[config.mk]
export PLATFORM = sky130hd
export DESIGN_NAME = fwd_pass_sequencer
export DESIGN_NICKNAME = d
export VERILOG_FILES = /design/src/rtl/fwd_pass_sequencer.sv
export SDC_FILE = /design/constraint.sdc
export NUM_CORES = 1
export LEC_CHECK = 0
export ABC_CLOCK_PERIOD_IN_PS = 13200
export BUFFER_PORTS_ARGS = -buffer_cell sky130_fd_sc_hd__clkbuf_2
export CAP_MARGIN = 20
export CORE_ASPECT_RATIO = 0.7
export CORE_UTILIZATION = 54
export CTS_CLUSTER_DIAMETER = 40
export CTS_CLUSTER_SIZE = 40
export DETAILED_ROUTE_END_ITERATION = 8
export PLACE_DENSITY_LB_ADDON = 0.15
export SLEW_MARGIN = 20
export SYNTH_ARGS = -nofsm -noshare
export SYNTH_HDL_FRONTEND = slang
export SYNTH_SLANG_ARGS = --single-unit
[constraint.sdc]
create_clock -name CLK -period 13.2 [get_ports CLK]
set_input_delay 0 -clock CLK [delete_from_list [all_inputs] [get_ports CLK]]
set_output_delay 0 -clock CLK [all_outputs]
set_load 0.1 [all_outputs]
[src/rtl/fwd_pass_sequencer.sv]
// ---------------------------------------------------------------------------
// fwd_pass_sequencer
//
// Runs one complete forward pass of the forward engine (nonlinear layer,
// linear layer, error accumulator) for one vector of unknowns:
//   CLEAR   : one cycle of engine clear
//   LOAD    : NUM_UNKNOWNS guesses then the bias word 1.0, one word per cycle
//   DRAIN   : PIPE_LAT idle cycles while the engine pipeline fills
//   COLLECT : NUM_UNKNOWNS cycles, each presenting one f_i(X) result
//   ERR     : the accumulated squared error is captured
//   FINISH  : one-cycle DONE pulse, back to IDLE
// ABORT in any non-IDLE state gives one engine-clear cycle, then IDLE.
//
// Ports
//   CLK                   system clock, rising edge
//   RESET                 asynchronous active-low reset
//   START                 pass request, accepted only in IDLE
//   ABORT                 cancel the pass in progress
//   X_IN                  guesses, element 0 in the LSBs, latched on START
//   BUSY                  high in every state except IDLE
//   DONE                  one-cycle pulse when a pass completes
//   ENG_RESET             active-high clear to the engine
//   ENG_INITIAL_READ_FLAG first-word marker to the engine
//   ENG_INPUT_SCALER      serial input word to the engine
//   ENG_ACC_RESULT        engine per-equation output
//   ENG_ERROR_ACC_OUT     engine accumulated error
//   F_VALID / F_IDX / F_DATA  one f_i(X) result per cycle during COLLECT
//   ERROR_OUT             captured error of the last completed pass
//
// Every output is a register loaded from the next-state decode, so each
// output is valid for exactly the cycles its state occupies.
// ---------------------------------------------------------------------------
module fwd_pass_sequencer #(
    parameter int NUM_UNKNOWNS = 2,
    parameter int BIT_WIDTH    = 32,
    parameter int EXTRA_BITS   = 2,
    parameter int PIPE_LAT     = 4,
    parameter int CNT_W        = 8
) (
    input  logic                                          CLK,
    input  logic                                          RESET,
    input  logic                                          START,
    input  logic                                          ABORT,
    input  logic [NUM_UNKNOWNS*(BIT_WIDTH+EXTRA_BITS)-1:0] X_IN,
    output logic                                          BUSY,
    output logic                                          DONE,
    output logic                                          ENG_RESET,
    output logic                                          ENG_INITIAL_READ_FLAG,
    output logic [BIT_WIDTH+EXTRA_BITS-1:0]               ENG_INPUT_SCALER,
    input  logic [BIT_WIDTH+EXTRA_BITS-1:0]               ENG_ACC_RESULT,
    input  logic [BIT_WIDTH+EXTRA_BITS-1:0]               ENG_ERROR_ACC_OUT,
    output logic                                          F_VALID,
    output logic [CNT_W-1:0]                              F_IDX,
    output logic [BIT_WIDTH+EXTRA_BITS-1:0]               F_DATA,
    output logic [BIT_WIDTH+EXTRA_BITS-1:0]               ERROR_OUT
);

    localparam int WORD_W = BIT_WIDTH + EXTRA_BITS;

    // Bias 1.0: sign 0, exponent 0x7F, mantissa 0; the exception field
    // (when present) is 2'b01 = "normal number". With EXTRA_BITS = 0 the
    // shifted-out one disappears and only the IEEE word remains.
    localparam logic [BIT_WIDTH-1:0] BIAS_CORE = {1'b0, 8'h7F, {(BIT_WIDTH-9){1'b0}}};
    localparam logic [WORD_W-1:0]    BIAS_WORD = (WORD_W'(1) << BIT_WIDTH) | WORD_W'(BIAS_CORE);

    // State encoding kept as plain constants for compatibility with older tools.
    localparam logic [2:0] S_IDLE    = 3'd0;
    localparam logic [2:0] S_CLEAR   = 3'd1;
    localparam logic [2:0] S_LOAD    = 3'd2;
    localparam logic [2:0] S_DRAIN   = 3'd3;
    localparam logic [2:0] S_COLLECT = 3'd4;
    localparam logic [2:0] S_ERR     = 3'd5;
    localparam logic [2:0] S_FINISH  = 3'd6;
    localparam logic [2:0] S_ABORT   = 3'd7;   // clear-then-idle after ABORT

    // Last count value of each multi-cycle state; the counter restarts at 0
    // on every state entry, so it never wraps.
    localparam logic [CNT_W-1:0] LOAD_LAST    = CNT_W'(NUM_UNKNOWNS);
    localparam logic [CNT_W-1:0] DRAIN_LAST   = CNT_W'(PIPE_LAT - 1);
    localparam logic [CNT_W-1:0] COLLECT_LAST = CNT_W'(NUM_UNKNOWNS - 1);

    logic [2:0]       state;
    logic [2:0]       nxt_state;
    logic [CNT_W-1:0] cnt;
    logic [CNT_W-1:0] nxt_cnt;

    logic [NUM_UNKNOWNS-1:0][WORD_W-1:0] x_lat;
    logic [WORD_W-1:0]                   load_word;

    // -----------------------------------------------------------------------
    // Next-state and counter decode
    // -----------------------------------------------------------------------
    always_comb begin
        // NOTE: defaults first, so every path through the block assigns both
        // signals and no latch is inferred.
        nxt_state = state;
        nxt_cnt   = cnt;

        if (state == S_IDLE) begin
            // START beats a simultaneous ABORT here: ABORT means nothing in IDLE.
            if (START) begin
                nxt_state = S_CLEAR;
                nxt_cnt   = '0;
            end
        end else if (ABORT) begin
            nxt_state = S_ABORT;
            nxt_cnt   = '0;
        end else begin
            case (state)
                S_CLEAR: begin
                    nxt_state = S_LOAD;
                    nxt_cnt   = '0;
                end
                S_LOAD: begin
                    if (cnt == LOAD_LAST) begin
                        nxt_state = S_DRAIN;
                        nxt_cnt   = '0;
                    end else begin
                        nxt_cnt = cnt + CNT_W'(1);
                    end
                end
                S_DRAIN: begin
                    if (cnt == DRAIN_LAST) begin
                        nxt_state = S_COLLECT;
                        nxt_cnt   = '0;
                    end else begin
                        nxt_cnt = cnt + CNT_W'(1);
                    end
                end
                S_COLLECT: begin
                    if (cnt == COLLECT_LAST) begin
                        nxt_state = S_ERR;
                        nxt_cnt   = '0;
                    end else begin
                        nxt_cnt = cnt + CNT_W'(1);
                    end
                end
                S_ERR: begin
                    nxt_state = S_FINISH;
                end
                S_FINISH, S_ABORT: begin
                    nxt_state = S_IDLE;
                    nxt_cnt   = '0;
                end
                default: begin
                    nxt_state = S_IDLE;
                    nxt_cnt   = '0;
                end
            endcase
        end
    end

    // Word streamed on load count nxt_cnt: latched guess k, or the bias once
    // the count passes the last guess.
    always_comb begin
        load_word = BIAS_WORD;
        for (int i = 0; i < NUM_UNKNOWNS; i++) begin
            if (nxt_cnt == CNT_W'(i)) begin
                load_word = x_lat[i];
            end
        end
    end

    // -----------------------------------------------------------------------
    // Guess latch
    // -----------------------------------------------------------------------
    // NOTE: x_lat is deliberately not reset: it is always written when a
    // pass is accepted and is only read during that pass's LOAD state.
    always_ff @(posedge CLK) begin
        if (state == S_IDLE && START) begin
            x_lat <= X_IN;
        end
    end

    // -----------------------------------------------------------------------
    // State, counter and registered outputs
    // -----------------------------------------------------------------------
    always_ff @(posedge CLK or negedge RESET) begin
        if (!RESET) begin
            state                 <= S_IDLE;
            cnt                   <= '0;
            BUSY                  <= 1'b0;
            DONE                  <= 1'b0;
            ENG_RESET             <= 1'b1;   // engine held clear while in reset
            ENG_INITIAL_READ_FLAG <= 1'b0;
            ENG_INPUT_SCALER      <= '0;
            F_VALID               <= 1'b0;
            F_IDX                 <= '0;
            F_DATA                <= '0;
            ERROR_OUT             <= '0;
        end else begin
            // NOTE: non-blocking assignments throughout, so every register
            // here updates from the pre-edge values and ordering is irrelevant.
            state                 <= nxt_state;
            cnt                   <= nxt_cnt;
            BUSY                  <= (nxt_state != S_IDLE);
            DONE                  <= (nxt_state == S_FINISH);
            ENG_RESET             <= (nxt_state == S_CLEAR) || (nxt_state == S_ABORT);
            ENG_INITIAL_READ_FLAG <= (nxt_state == S_LOAD) && (nxt_cnt == '0);
            ENG_INPUT_SCALER      <= (nxt_state == S_LOAD) ? load_word : '0;
            F_VALID               <= (nxt_state == S_COLLECT);
            F_IDX                 <= (nxt_state == S_COLLECT) ? nxt_cnt : '0;
            // The engine result seen in the cycle before each COLLECT cycle.
            F_DATA                <= (nxt_state == S_COLLECT) ? ENG_ACC_RESULT : '0;
            // Only a pass that reaches FINISH updates the error; an ABORT in
            // ERR leaves the previous value in place.
            if (state == S_ERR && nxt_state == S_FINISH) begin
                ERROR_OUT <= ENG_ERROR_ACC_OUT;
            end
        end
    end

endmodule

==> results <==
- Relative to the synthesized area, the layout overhead comes to 45.1%.
- Counting flops with an async set or reset pin after synthesis yields a share of between 60% and 70%.
- Clock latency on the worst-skew pair, taken at its later pin, is approximately 0.42 ns.
- The type of destination of the critical path is a register.
- The die outline area is around 14000 sq um.
- The initial utilization of the core area, before any placement, comes to between 50 and 60%.
- The number of filler cells placed in the layout is 728.
- The post-route antenna net violation count is 0.
- The total area inside the core boundary comes to roughly 13000 sq um.
- The number of levels the H-tree was split into is 4.
- Counting flops with a built-in enable in the synthesized netlist gives 68.
- In this run the worst hold path is classified as primary input to register.
- The worst slew margin relative to its limit is 32.7%.
- The signal arrival time at the worst endpoint is ~3.7 ns.
- The number of nets in the synthesized netlist is 656.
- The total detailed-routing wirelength is 20.7 mm.
- The final setup violation count is 0.
- The count of mapped cells out of synthesis is 513.
- The final number of max-transition violations came to 0.
- The worst supply voltage drop on vdd is 0.214 mV.
- The fraction of layout cells with a size suffix above 1 is 40.1%.
- The classification of the worst setup path is register to register.
- Clock tree synthesis inserted a total of 17 buffers.
- In this run the tool buffered the top-level ports with 254 buffer cells.
- For the pin with the worst max-slew slack, the measured transition is approximately 1.0 ns.
- The post-synthesis sequential area ratio is 69.4%.
- The final hold violation count is 0.
- The flow ran to the end, and the final reports show no timing, DRC or antenna violations.
- The detailed router finished its first iteration with 313 violations.
- The most instantiated flip-flop cell in the synthesis netlist is sky130_fd_sc_hd__dfrtp_1.
- In the global route stage, overall resource usage came out at between 20 and 30%.
- The worst setup skew after layout is 0.0204 ns.
- The number of detailed-route iterations in the first pass is 6.
- After global routing the overflow that remains totals 0.
- In this run the horizontal extent of the chip is 143 um.
- The number of sinks driven by the clock tree is 194.
- The max-cap violation count is 0.
- In this run, distinct cell masters in the synthesized netlist total 60.
- The initialized floorplan defines 35 standard-cell rows.
- In the final timing run, aggregate negative setup slack is 0 ns.
- The maximum fanout along the worst path is 27.
- The ratio of routed vias to standard cells is approximately 5.4.
- The first global-routing pass estimated roughly 32 mm of wire.
- The area of the mapped netlist is ~7500 sq um.
- Clock-pin slew was measured on the worst setup and hold paths at 0.07 ns.
- The ratio of final minimum period to clock period is 26.0%.
- The areal power density over the cells is 200 nW/um^2.
- The tightest hold path in the finished design has a slack of 0.0443 ns.
- The yosys synthesis warning count is 0.
- The synthesized area per cell is between 10 and 15 sq um.
- The flip-flop and latch count after synthesis is 194.
- The root buffer cell chosen for the clock tree is sky130_fd_sc_hd__clkbuf_16.
- In the final design database the tool counted approximately 1000 nets.
- The category of the worst setup path launch point is a register.
- The data required time at the worst endpoint is 13.45 ns.
- TritonCTS built the clock tree.
- The quantity of gates resized following cts is 0.
- The placed wire-length estimate after detailed placement is 11.3 mm.
- Along the worst hold path, the cell count comes to 3.
- The number of antenna violations at the first check in global routing came to 1.
- The largest net degree at the start of global routing is 81.
- For the finished layout, the period the worst path requires is 3.43 ns.
- The final route contains slightly below 6000 vias.
- The via count of the first global-routing pass is 6183.
- Based on the critical path, the design can be clocked at up to 291 MHz.
- The clock passes through at most 2 buffers.
- The congestion estimate from routability-driven global placement came to 0.848.
- Setup repair after global routing left no endpoint under its margin.
- In the routed design, unresolved DRC markers number 0.
- In this run the vertical extent of the chip is 101 um.
- The path depth of the worst reg2reg path is 6.
- In the final routed layout, each cell accounts on average for 19.0 um.
- The static leakage is 0.00487 uW.
- 255 I/O pins were placed.
area by class of cell:
type,instances,area [sq um],area share (%)
antenna,1,2.50,0.0230
tap,185,231,2.13
timing repair buffer,399,2730,25.1
sequential,194,5200,47.9
inverter,5,18.8,0.173
clock inverter,14,150,1.38
clock buffer,18,429,3.95
multi-input combinational,273,2100,19.3
cell families (layout without fill, tap and decap cells):
family / after synthesis / in the layout / share of synthesized area [%]
fa+ha+maj: 3 / 3 / 0.502
other cells: 0 / 1 / 0
xor+xnor: 1 / 1 / 0.117
flops: 194 / 194 / 69.4
mux: 34 / 34 / 5.12
simple gates: 114 / 114 / 9.56
compound gates: 121 / 121 / 12.3
buf+inv: 46 / 436 / 2.98
cell usage in the layout (no fill, tap or decap), drive strengths merged, types with 5 or more instances in the layout:
cell	Yosys	routed
edfxtp	68	68
nor2	5	5
a211oi	30	30
a21oi	9	9
dlygate4sd3	0	137
nand2	11	11
nor3b	38	38
clkinv	0	8
a31oi	19	19
dfrtp	125	125
inv	5	10
clkbuf	14	271
o21ai	41	41
nand3	32	32
mux2	34	34
buf	27	9
what timing repair did:
item	in CTS	in global routing
hold buffers	137	0
buffers inserted	0	0
hold endpoints to repair	182	0
setup endpoints to repair	0	0
state kept, by name (all words and copies together) (netlist names):
register               cells
F_IDX                      8
ENG_INPUT_SCALER          34
BUSY                       1
ENG_RESET                  1
x_lat                     68
DONE                       1
cnt                        8
ENG_INITIAL_READ_FLAG      1
F_DATA                    34
state                      3
F_VALID                    1
ERROR_OUT                 34
layer usage:
layer / GRT usage (%) / vias to the layer above / share of wire, %
met1: 35.8 / 2887 / 39
met5: 0 / - / 0
met3: 6.13 / 38 / 7.0
met4: 11.7 / 0 / 2.1
li1: - / 2673 / -
met2: 53.0 / 286 / 52
power by group:
part	switching, uW	internal (uW)	leakage (uW)	total, uW
combinational	717	181	0.00230	898
sequential	55.5	709	0.00228	764
clock	237	268	0.000285	505
total	1010	1160	0.00487	2170
per-stage QoR:
| stage | power, uW | setup WS (ns) | cell area (sq um) | instances | utilization (%) |
|---|---|---|---|---|---|
| final | 2170 | 9.77 | 10900 | 1089 | 81.3 |
| after global routing | 2240 | 9.51 | 10900 | 1089 | 81.3 |
| after CTS | 2160 | 9.79 | 10800 | 1087 | 81.0 |
| after detailed placement | 1620 | 9.82 | 8870 | 918 | 66.4 |
| after global placement | 1610 | 10.00 | 8870 | 918 | 66.4 |
| after floorplan | 1470 | 4.87 | 7480 | 513 | - |
critical path: stages, from the launching register on:
cell and delay [ns]:
sky130_fd_sc_hd__dfrtp_1 0.55, sky130_fd_sc_hd__nor4bb_4 0.96, sky130_fd_sc_hd__buf_4 0.45, sky130_fd_sc_hd__nor2_1 0.15
sky130_fd_sc_hd__a31oi_1 0.28, sky130_fd_sc_hd__o41a_2 0.74, sky130_fd_sc_hd__a211oi_1 0.11
cells in the mapped netlist (all sizes together) (2+ instances only):
library cell	count	share of area, %
a211o	2	0.23
a211oi	30	4.3
a21o	2	0.20
a21oi	9	0.95
a22o	2	0.25
a31oi	19	1.6
and2	3	0.25
buf	27	2.0
clkbuf	14	0.70
dfrtp	125	42
edfxtp	68	27
ha	3	0.50
inv	5	0.25
mux2	34	5.1
nand2	11	0.55
nand2b	2	0.17
nand3	32	2.1
nand4	3	0.25
nor2	5	0.25
nor2b	4	0.33
nor3	4	0.55
nor3b	38	3.8
o21ai	41	2.7
o21bai	2	0.20
or2	3	0.25
or3	2	0.17
final timing paths:
check | from | slack, ns | to
worst max register to register | state[2] | 9.77 | ENG_INPUT_SCALER[5]
max in group asynchronous | RESET | 11.87 | F_DATA[12]
worst min register to register | ERROR_OUT[15] | 0.51 | ERROR_OUT[15]
min in group asynchronous | RESET | 0.16 | ERROR_OUT[21]
worst max-delay path | state[2] | 9.77 | ENG_INPUT_SCALER[5]
worst min-delay path | ABORT | 0.04 | ENG_RESET
Power figures use the tool's default switching activity.
